$ cat src/rtl/pack_n_to_vector_pkg.sv
// Shared lane-layout helpers for the N-lane DSP blocks.
// pack_n_to_vector, sum_n_per_clk and avg_n_per_clk all place lane k at
// [k*DWIDTH +: DWIDTH]. Keeping that rule here means the producer and the
// consumers cannot drift apart.
package pack_n_to_vector_pkg;

    // Returns the LSB offset of lane 'lane' in a packed vector of 'dwidth'-bit lanes.
    function automatic int unsigned lane_lsb(input int unsigned lane,
                                             input int unsigned dwidth);
        return lane * dwidth;
    endfunction

    // Returns the total width of a packed vector.
    function automatic int unsigned vec_width(input int unsigned lanes,
                                              input int unsigned dwidth);
        return lanes * dwidth;
    endfunction

endpackage

$ cat src/rtl/pack_n_to_vector.sv
// Serial-to-parallel packer: collects one DWIDTH sample per clock into an
// NUM_INPUTS-lane vector and emits it with a one-cycle valid pulse. A flush
// emits a partially filled vector; the unused lanes of that vector read as zero.
module pack_n_to_vector
    import pack_n_to_vector_pkg::*;
#(
    parameter int NUM_INPUTS = 16,
    parameter int DWIDTH     = 8
) (
    input  logic                             clk,
    input  logic                             rst,
    input  logic [DWIDTH-1:0]                i_dat,
    input  logic                             i_dat_valid,
    input  logic                             i_flush,
    output logic [NUM_INPUTS*DWIDTH-1:0]     o_dat_vector,
    output logic                             o_dat_valid,
    output logic [$clog2(NUM_INPUTS):0]      o_fill
);

    localparam int CNTWIDTH  = $clog2(NUM_INPUTS);
    localparam int FILLWIDTH = $clog2(NUM_INPUTS) + 1;
    localparam int VWIDTH    = NUM_INPUTS * DWIDTH;

    logic [CNTWIDTH-1:0]  cnt_q, cnt_d;
    logic [VWIDTH-1:0]    collect_q, collect_d;
    logic [VWIDTH-1:0]    merged;
    logic [VWIDTH-1:0]    out_vec_q, out_vec_d;
    logic                 out_valid_q, out_valid_d;
    logic [FILLWIDTH-1:0] out_fill_q, out_fill_d;
    logic [NUM_INPUTS-1:0] wr_en;
    logic                 full;
    logic                 emit;

    // Lane write enables, and the collect image including this cycle's sample.
    always_comb begin
        wr_en  = '0;
        merged = collect_q;
        for (int unsigned k = 0; k < NUM_INPUTS; k++) begin
            wr_en[k] = i_dat_valid && (cnt_q == CNTWIDTH'(k));
            if (wr_en[k]) begin
                merged[lane_lsb(k, DWIDTH) +: DWIDTH] = i_dat;
            end
        end
    end

    // Emit decision and next-state for the counter, collect and output registers.
    // The collect register is cleared on every emit, so lanes beyond the fill
    // point are already zero and a partial vector needs no separate masking.
    always_comb begin
        full        = i_dat_valid && (cnt_q == CNTWIDTH'(NUM_INPUTS - 1));
        emit        = full || (i_flush && ((cnt_q != '0) || i_dat_valid));
        cnt_d       = cnt_q + CNTWIDTH'(i_dat_valid);
        collect_d   = merged;
        out_vec_d   = out_vec_q;
        out_fill_d  = out_fill_q;
        out_valid_d = 1'b0;
        if (emit) begin
            cnt_d       = '0;
            collect_d   = '0;
            out_vec_d   = merged;
            out_fill_d  = FILLWIDTH'(cnt_q) + FILLWIDTH'(i_dat_valid);
            out_valid_d = 1'b1;
        end
    end

    // State registers with synchronous active-low reset.
    always_ff @(posedge clk) begin
        if (!rst) begin
            cnt_q       <= '0;
            collect_q   <= '0;
            out_vec_q   <= '0;
            out_fill_q  <= '0;
            out_valid_q <= 1'b0;
        end else begin
            cnt_q       <= cnt_d;
            collect_q   <= collect_d;
            out_vec_q   <= out_vec_d;
            out_fill_q  <= out_fill_d;
            out_valid_q <= out_valid_d;
        end
    end

    assign o_dat_vector = out_vec_q;
    assign o_dat_valid  = out_valid_q;
    assign o_fill       = out_fill_q;

endmodule
$ cat config.mk
export PLATFORM = sky130hd
export DESIGN_NAME = pack_n_to_vector
export DESIGN_NICKNAME = d
export VERILOG_FILES = /design/src/rtl/pack_n_to_vector_pkg.sv /design/src/rtl/pack_n_to_vector.sv
export SDC_FILE = /design/constraint.sdc
export NUM_CORES = 1
export LEC_CHECK = 0
export CORE_ASPECT_RATIO = 0.75
export CORE_MARGIN = 2
export CORE_UTILIZATION = 35
export DETAILED_ROUTE_END_ITERATION = 8
export PLACE_DENSITY_LB_ADDON = 0.05
export SLEW_MARGIN = 20
export SYNTH_ARGS = -nofsm -noshare
export SYNTH_HDL_FRONTEND = slang
export SYNTH_SLANG_ARGS = --single-unit
$ cat constraint.sdc
create_clock -name clk -period 4.2 [get_ports clk]
set_clock_uncertainty 0.2 [all_clocks]
set_input_delay 1.05 -clock clk [delete_from_list [all_inputs] [get_ports clk]]
set_output_delay 1.05 -clock clk [all_outputs]
set_load 0.01 [all_outputs]
==> impl_metrics.sql, run 1 <==
INSERT INTO impl_metrics (metric_group, metric, value, unit) VALUES
('clocking', 'clk_pin_slew', '0.06', 'ns'),
('place', 'port_buffers', '145', ''),
('global_routing', 'grt_pass1_wl', '55800', 'µm'),
('power_and_ir_drop', 'p_sw_share', '25.8', '%'),
('sta', 'final_period_minus_worst_setup_slack', '2.77', 'ns'),
('power_and_ir_drop', 'power_leakage', '4.00', 'nW'),
('sta', 'setup-tns-final', '0', 'ns'),
('layout', 'area_growth_syn_to_layout', '24.0', '%'),
('global_routing', 'grt.met3_usage', '2.77', '%'),
('power_and_ir_drop', 'vdd.ir_drop.worst', '0.270', 'mV'),
('routing', 'via_per_inst', '5.93', ''),
('layout', 'drive_gt1_share', '7.87', '%'),
('clocking', 'cts-buffers-inserted', '27', ''),
('logic_synthesis', 'synthesis.nets', '1128', ''),
('layout', 'layout_net_count', '1176', ''),
('die', 'die_ht', '153', 'µm'),
('run_status', 'outcome', 'finished, final reports clean', ''),
('die', 'rows', '54', ''),
('setup_path', 'cp_slowest_cell', 'clkdlybuf4s50_1', ''),
('die', 'io-pin-count', '146', ''),
('layout', 'mostFrequentLayoutCells', 'dfxtp_1 (266), clkdlybuf4s50_1 (144), nand3_1 (131)', ''),
('logic_synthesis', 'synth_area_per_cell', '9.32', 'µm²'),
('global_routing', 'globalRouteTotalUtil', '22.6', '%'),
('layout', 'inserted_diodes', '0', ''),
('setup_path', 'timing.setup.critical_path_class', 'reg -> out', ''),
('place', 'detailed_place_hpwl', '19000', 'µm'),
('clocking', 'cts_repair_resize_count', '0', ''),
('sta', 'tightest_slew', '1.05', 'ns'),
('power_and_ir_drop', 'internal_power', '0.00447', 'W'),
('clocking', 'cts.hold.buffers_added', '0', ''),
('setup_path', 'path_buf_inv', '1', ''),
('logic_synthesis', 'synth_warnings', '0', ''),
('logic_synthesis', 'post_synthesis_register_bit_count', '266', ''),
('clocking', 'clk_root_buffer_cell', 'clkbuf_16', ''),
('routing', 'firstDrtPassIters', '6', ''),
('min_path', 'class_of_the_tightest_hold_or_removal_check', 'reg -> reg', ''),
('global_routing', 'grt_use_met1', '32.9', '%'),
('logic_synthesis', 'mapped_cells', '1114', ''),
('global_routing', 'grt-busiest-layer', 'met2', ''),
('sta', 'maxSlewViolCount', '0', ''),
('clocking', 'cts_sinks', '266', ''),
('die', 'floorplan.core_area', '29100', 'µm²'),
('sta', 'grt_setup_unrepaired', 'no', ''),
('clocking', 'h-tree-depth', '1', ''),
('sta', 'layout_setup_ws', '1.43', 'ns'),
('global_routing', 'grt_max_degree', '131', ''),
('routing', 'vias', '9339', ''),
('global_routing', 'via_count_of_the_first_global_routing_pass', '9082', ''),
('power_and_ir_drop', 'cellPowerDensity', '468', 'nW/µm²'),
('power_and_ir_drop', 'p_seq_share', '45.3', '%'),
('die', 'die_area', '31100', 'µm²'),
('clocking', 'maximum_number_of_buffers_from_clock_root_to_sink', '3', ''),
('setup_path', 'cp_top_family', 'buffers and inverters', ''),
('min_path', 'worst_hold_path_cells', '2', ''),
('setup_path', 'critPathMaxStageDelay', '0.57', 'ns'),
('setup_path', 'timing.reg2reg.setup_slack', '1.66', 'ns'),
('job', 'maxCapViolCount', '0', ''),
('sta', 'fin_crit_sh', '66.0', '%'),
('die', 'width_of_the_chip', '203', 'µm'),
('die', 'initial_cell_density_of_the_core', '35.7', '%'),
('setup_path', 'crit_path_max_fo', '2', ''),
('logic_synthesis', 'netlist_area', '10400', 'µm²'),
('sta', 'max_slew_margin', '29.7', '%'),
('layout', 'layout.cells.most_common', 'dfxtp_1', ''),
('global_routing', 'number_of_antenna_violations_at_the_first_check_in_global_routing', '0', ''),
('clocking', 'clock_insertion_delay_worst_skew', '0.53', 'ns'),
('sta', 'maxClockFrequency', '361', 'MHz'),
('power_and_ir_drop', 'clock_power_share', '41.3', '%'),
('setup_path', 'reg2regPathDepth', '4', ''),
('setup_path', 'start_kind', 'flip-flop', ''),
('setup_path', 'worst-endpoint-required', '2.95', 'ns');
-- synthesized netlist by cell type (all sizes together) --
| library cell | instances | area share [%] |
|---|---|---|
| clkbuf | 112 | 4.0 |
| a21o | 1 | 0.072 |
| nand3b | 2 | 0.14 |
| dfxtp | 266 | 51 |
| and3 | 3 | 0.18 |
| nand2 | 8 | 0.29 |
| ha | 2 | 0.24 |
| a21oi | 129 | 6.3 |
| nor3b | 1 | 0.12 |
| nand3 | 131 | 6.3 |
| a211oi | 130 | 9.4 |
| o21ai | 128 | 6.2 |
| nor2b | 3 | 0.18 |
| o41a | 1 | 0.11 |
| a311oi | 128 | 11 |
| a41o | 1 | 0.096 |
| buf | 50 | 3.1 |
| nor2 | 3 | 0.11 |
| nand2b | 2 | 0.12 |
| and2 | 1 | 0.060 |
| or3b | 1 | 0.084 |
| xor2 | 2 | 0.17 |
| and3b | 2 | 0.17 |
| inv | 1 | 0.036 |
| a211o | 1 | 0.084 |
| mux2i | 4 | 0.39 |
| or2 | 1 | 0.060 |
-- power groups by stage --
stage               Clock [W]  Combinational, W  Sequential [W]
floorplan                   0          0.000387         0.00281
global placement            0          0.000801         0.00279
detailed placement          0          0.000807         0.00279
CTS                   0.00255          0.000810         0.00273
global route          0.00264          0.000863         0.00274
finish                0.00249          0.000804         0.00273
-- flip-flops by register name, summed over array words and instances, names as in the netlist --
| signal | cells |
|---|---|
| o_dat_valid | 1 |
| o_dat_vector | 128 |
| collect_q | 128 |
| o_fill | 5 |
| cnt_q | 4 |
-- metal layers --
layer | vias to the layer above | part of all wire (%) | wire length, µm
li1 | 4408 | - | -
met1 | 4572 | 47 | 17100
met2 | 301 | 45 | 16300
met3 | 58 | 5.2 | 1880
met4 | 0 | 2.4 | 880
met5 | - | 0 | 0
-- cell type report --
cell class | count | area, µm²
Clock inverter | 6 | 80.1
Tap cell | 392 | 490
Clock buffer | 43 | 836
Fill cell | 2845 | 16200
Inverter | 1 | 6.26
Sequential cell | 266 | 5330
Timing Repair Buffer | 181 | 1770
Multi-Input combinational cell | 685 | 4370
-- cells by family after synthesis --
| family | after synthesis | share of synthesized area (%) |
|---|---|---|
| mux | 4 | 0.385 |
| xor+xnor | 2 | 0.169 |
| compound gates | 519 | 33.0 |
| fa+ha+maj | 2 | 0.241 |
| simple gates | 158 | 7.83 |
| flops | 266 | 51.3 |
| buf+inv | 163 | 7.14 |
-- worst reg2reg max path, cell delays in order (launching register included) --
cell and delay (ns):
dfxtp_1 0.66, nand2b_1 0.82, buf_4 0.32, o21ai_0 0.13, a311oi_1 0.31
-- worst max-delay path by stage --
stage / from / to / slack, ns / cells after the start
after floorplan: i_dat_valid / o_dat_vector[46] / 1.76 / 6
after global placement: i_flush / cnt_q[0] / 0.97 / 5
after detailed placement: i_flush / cnt_q[1] / 0.98 / 5
after CTS: o_dat_vector[60] / o_dat_vector[60] / 1.42 / 1
after global routing: i_flush / o_dat_vector[60] / 1.39 / 5
final: o_dat_vector[60] / o_dat_vector[60] / 1.43 / 1
-- through the flow --
stage	hold slack, ns	std cells	util, %	cell area [µm²]	power (W)
2_1_floorplan	0.270	1114	-	10400	0.00319
3_3_place_gp	0.255	1525	41.1	12000	0.00359
3_5_place_dp	0.264	1525	41.1	12000	0.00359
4_1_cts	0.273	1574	44.2	12900	0.00609
5_1_grt	0.306	1574	44.2	12900	0.00625
6_report	0.265	1574	44.2	12900	0.00602
(Power assumes the default switching activity.)
==> run 2: changes to the inputs <==
clock period = 2.3 ns   (was 4.2 ns; I/O delays follow)
==> run 2 against run 1 <==
Global-route usage is 0.45 points higher. Sequential share of layout area is 2.4 points lower. Clock-buffer cell count is 2 lower. Critical path depth stayed put. Via count is 1.8% higher. Die area stayed put. First-iteration DRC count is 1.4% lower. Final cell count is 2.7% higher. Highest routed layer unchanged.
==> impl_metrics.sql, run 2 (synthesized netlist as in run 1, its figures left out) <==
INSERT INTO impl_metrics (metric_group, metric, value, unit) VALUES
('run_status', 'outcome', 'finished, final reports clean', ''),
('sta', 'grt_setup_unrepaired', 'no', ''),
('routing', 'firstDrtPassIters', '5', ''),
('sta', 'fin_crit_sh', '99.0', '%'),
('clocking', 'h-tree-depth', '1', ''),
('routing', 'wl_per_cell', '22.6', 'µm'),
('place', 'finalWeightedCongestion', '0.715', ''),
('job', 'maxCapViolCount', '0', ''),
('routing', 'via_per_inst', '5.88', ''),
('power_and_ir_drop', 'vdd.ir_drop.worst', '0.499', 'mV'),
('global_routing', 'via_count_of_the_first_global_routing_pass', '9210', ''),
('setup_path', 'endpoint_kind', 'primary output', ''),
('min_path', 'holdCritStartpoint', 'o_fill[1]', ''),
('global_routing', 'number_of_antenna_violations_at_the_first_check_in_global_routing', '0', ''),
('power_and_ir_drop', 'power_leakage', '4.54', 'nW'),
('setup_path', 'crit_path_max_fo', '2', ''),
('sta', 'maxSlewViolCount', '0', ''),
('layout', 'multiInputGateArea', '4360', 'µm²'),
('die', 'initial_cell_density_of_the_core', '35.7', '%'),
('layout', 'num-fill-cells', '2777', ''),
('routing', 'remaining_drc_errors', '0', ''),
('layout', 'design_area_final', '13700', 'µm²'),
('die', 'rows', '54', ''),
('clocking', 'cts_tree', 'done', ''),
('setup_path', 'cp_top_family', 'buffers and inverters', ''),
('setup_path', 'critPathLaunch', 'o_dat_vector[62]', ''),
('clocking', 'clock_insertion_delay_worst_skew', '0.54', 'ns'),
('die', 'width_of_the_chip', '203', 'µm'),
('setup_path', 'crit-reg2reg-launch', 'cnt_q[1]', ''),
('clocking', 'clk_pin_slew', '0.06', 'ns'),
('place', 'dp.cells', '1565', ''),
('layout', 'layout.cells.most_common', 'dfxtp_1', ''),
('clocking', 'postCtsSetupBuffers', '0', ''),
('die', 'die_area', '31100', 'µm²'),
('layout', 'area.sequential', '5330', 'µm²'),
('setup_path', 'cp_cell_sequence', 'clkdlybuf4s50_1', ''),
('layout', 'area_growth_syn_to_layout', '31.5', '%'),
('layout', 'mostFrequentLayoutCells', 'dfxtp_1 (266), nand3_1 (131), clkdlybuf4s50_1 (131)', ''),
('routing', 'drt_iter0_drc', '624', ''),
('setup_path', 'cp_slowest_cell', 'clkdlybuf4s50_1', ''),
('clocking', 'cts-buffers-inserted', '28', ''),
('min_path', 'class_of_the_tightest_hold_or_removal_check', 'reg -> reg', ''),
('layout', 'drive_gt1_share', '11.2', '%'),
('setup_path', 'critPathMaxStageDelay', '0.57', 'ns'),
('die', 'io-pin-count', '146', ''),
('global_routing', 'grt_pass1_wl', '57100', 'µm'),
('sta', 'setup_viol', '0', ''),
('setup_path', 'path_buf_inv', '1', ''),
('global_routing', 'grt_max_degree', '52', ''),
('clocking', 'maximum_number_of_buffers_from_clock_root_to_sink', '3', ''),
('clocking', 'clk_root_buffer_cell', 'clkbuf_16', ''),
('global_routing', 'globalRouteTotalUtil', '23.1', '%'),
('routing', 'remaining_antenna_violation_count', '0', ''),
('die', 'floorplan.core_area', '29100', 'µm²'),
('sta', 'max_slew_margin', '59.2', '%'),
('setup_path', 'start_kind', 'flip-flop', ''),
('sta', 'report.final.hold_viol_count', '0', ''),
('sta', 'tightest_slew', '0.612', 'ns'),
('layout', 'inserted_diodes', '0', ''),
('routing', 'drt_wl_total', '36600', 'µm'),
('global_routing', 'overflow', '0', ''),
('layout', 'finalNonFillerCells', '1616', ''),
('setup_path', 'arrival_time_reported_for_the_critical_path_endpoint', '1.50', 'ns'),
('power_and_ir_drop', 'cellPowerDensity', '830', 'nW/µm²'),
('place', 'port_buffers', '145', ''),
('place', 'postPlaceCellArea', '12700', 'µm²'),
('clocking', 'cts.hold.buffers_added', '0', ''),
('sta', 'maxClockFrequency', '439', 'MHz'),
('setup_path', 'worst-endpoint-required', '1.52', 'ns'),
('sta', 'final_period_minus_worst_setup_slack', '2.28', 'ns'),
('setup_path', 'timing.setup.critical_path_class', 'reg -> out', ''),
('die', 'die_ht', '153', 'µm'),
('routing', 'vias', '9505', ''),
('place', 'detailed_place_hpwl', '20900', 'µm'),
('layout', 'layout_net_count', '1217', ''),
('clocking', 'cts_sinks', '266', '');
[run 2: changes by cell type in the layout (fill, tap and decap cells not counted), sizes merged]
cell,previous run,this run
clkdlybuf4s50,144,131
dlygate4sd2,0,1
clkinvlp,0,3
dlymetal6s2s,0,12
clkbuf,43,41
clkinv,4,5
buf,37,77
[run 2: repair_timing]
item,CTS,global route
endpoints found under the setup margin,1,12
resized for setup,1,12
hold endpoints to repair,0,0
[run 2: path summary, 6_finish.rpt]
path | to | slack, ns | depth (start not counted)
worst max-delay path | o_dat_vector[62] | 0.02 | 1
worst min-delay path | o_fill[1] | 0.26 | 2
worst max register to register | o_dat_vector[52] | 0.28 | 5
worst min register to register | o_fill[1] | 0.26 | 2
[run 2: power breakdown]
part | total (W) | internal [W] | leakage, nW | switching (W)
registers | 0.00498 | 0.00483 | 2.17 | 0.000149
logic | 0.00163 | 0.000760 | 1.90 | 0.000873
clock network | 0.00473 | 0.00281 | 0.474 | 0.00192
[run 2: metal layers]
layer  track usage [%]  share of wire (%)  wire length, µm
met4              4.48                1.7              631
met2              36.1                 45            16400
met3              3.01                5.5             2010
met1              34.0                 48            17500
met5                 0                  0                0
[run 2: metrics by stage]
step                      setup slack (ns)  hold WS (ns)  power (W)  util (%)  TNS (ns)
after global routing               0.00100         0.293     0.0118      46.9         0
after floorplan                      0.338         0.270    0.00583         -         0
final                               0.0236         0.260     0.0113      46.9         0
after global placement              -0.161         0.252    0.00671      43.5    -18.81
after CTS                          0.00896         0.266     0.0114      46.8         0
after detailed placement            -0.181         0.258    0.00672      43.5    -22.76
[run 2: final cells by class]
type	count	share of cell area [%]
clock inverter	10	0.787
tap	392	3.59
clock buffer	41	6.30
multi-input combinational	685	31.9
inverter	1	0.0458
timing repair buffer	221	18.4
sequential	266	39.0
==> run 3: changes to the inputs <==
TNS_END_PERCENT = 100   (was unset)
==> results of run 3 <==
No change in the layout: final DEF, timing and power equal those of run 2.
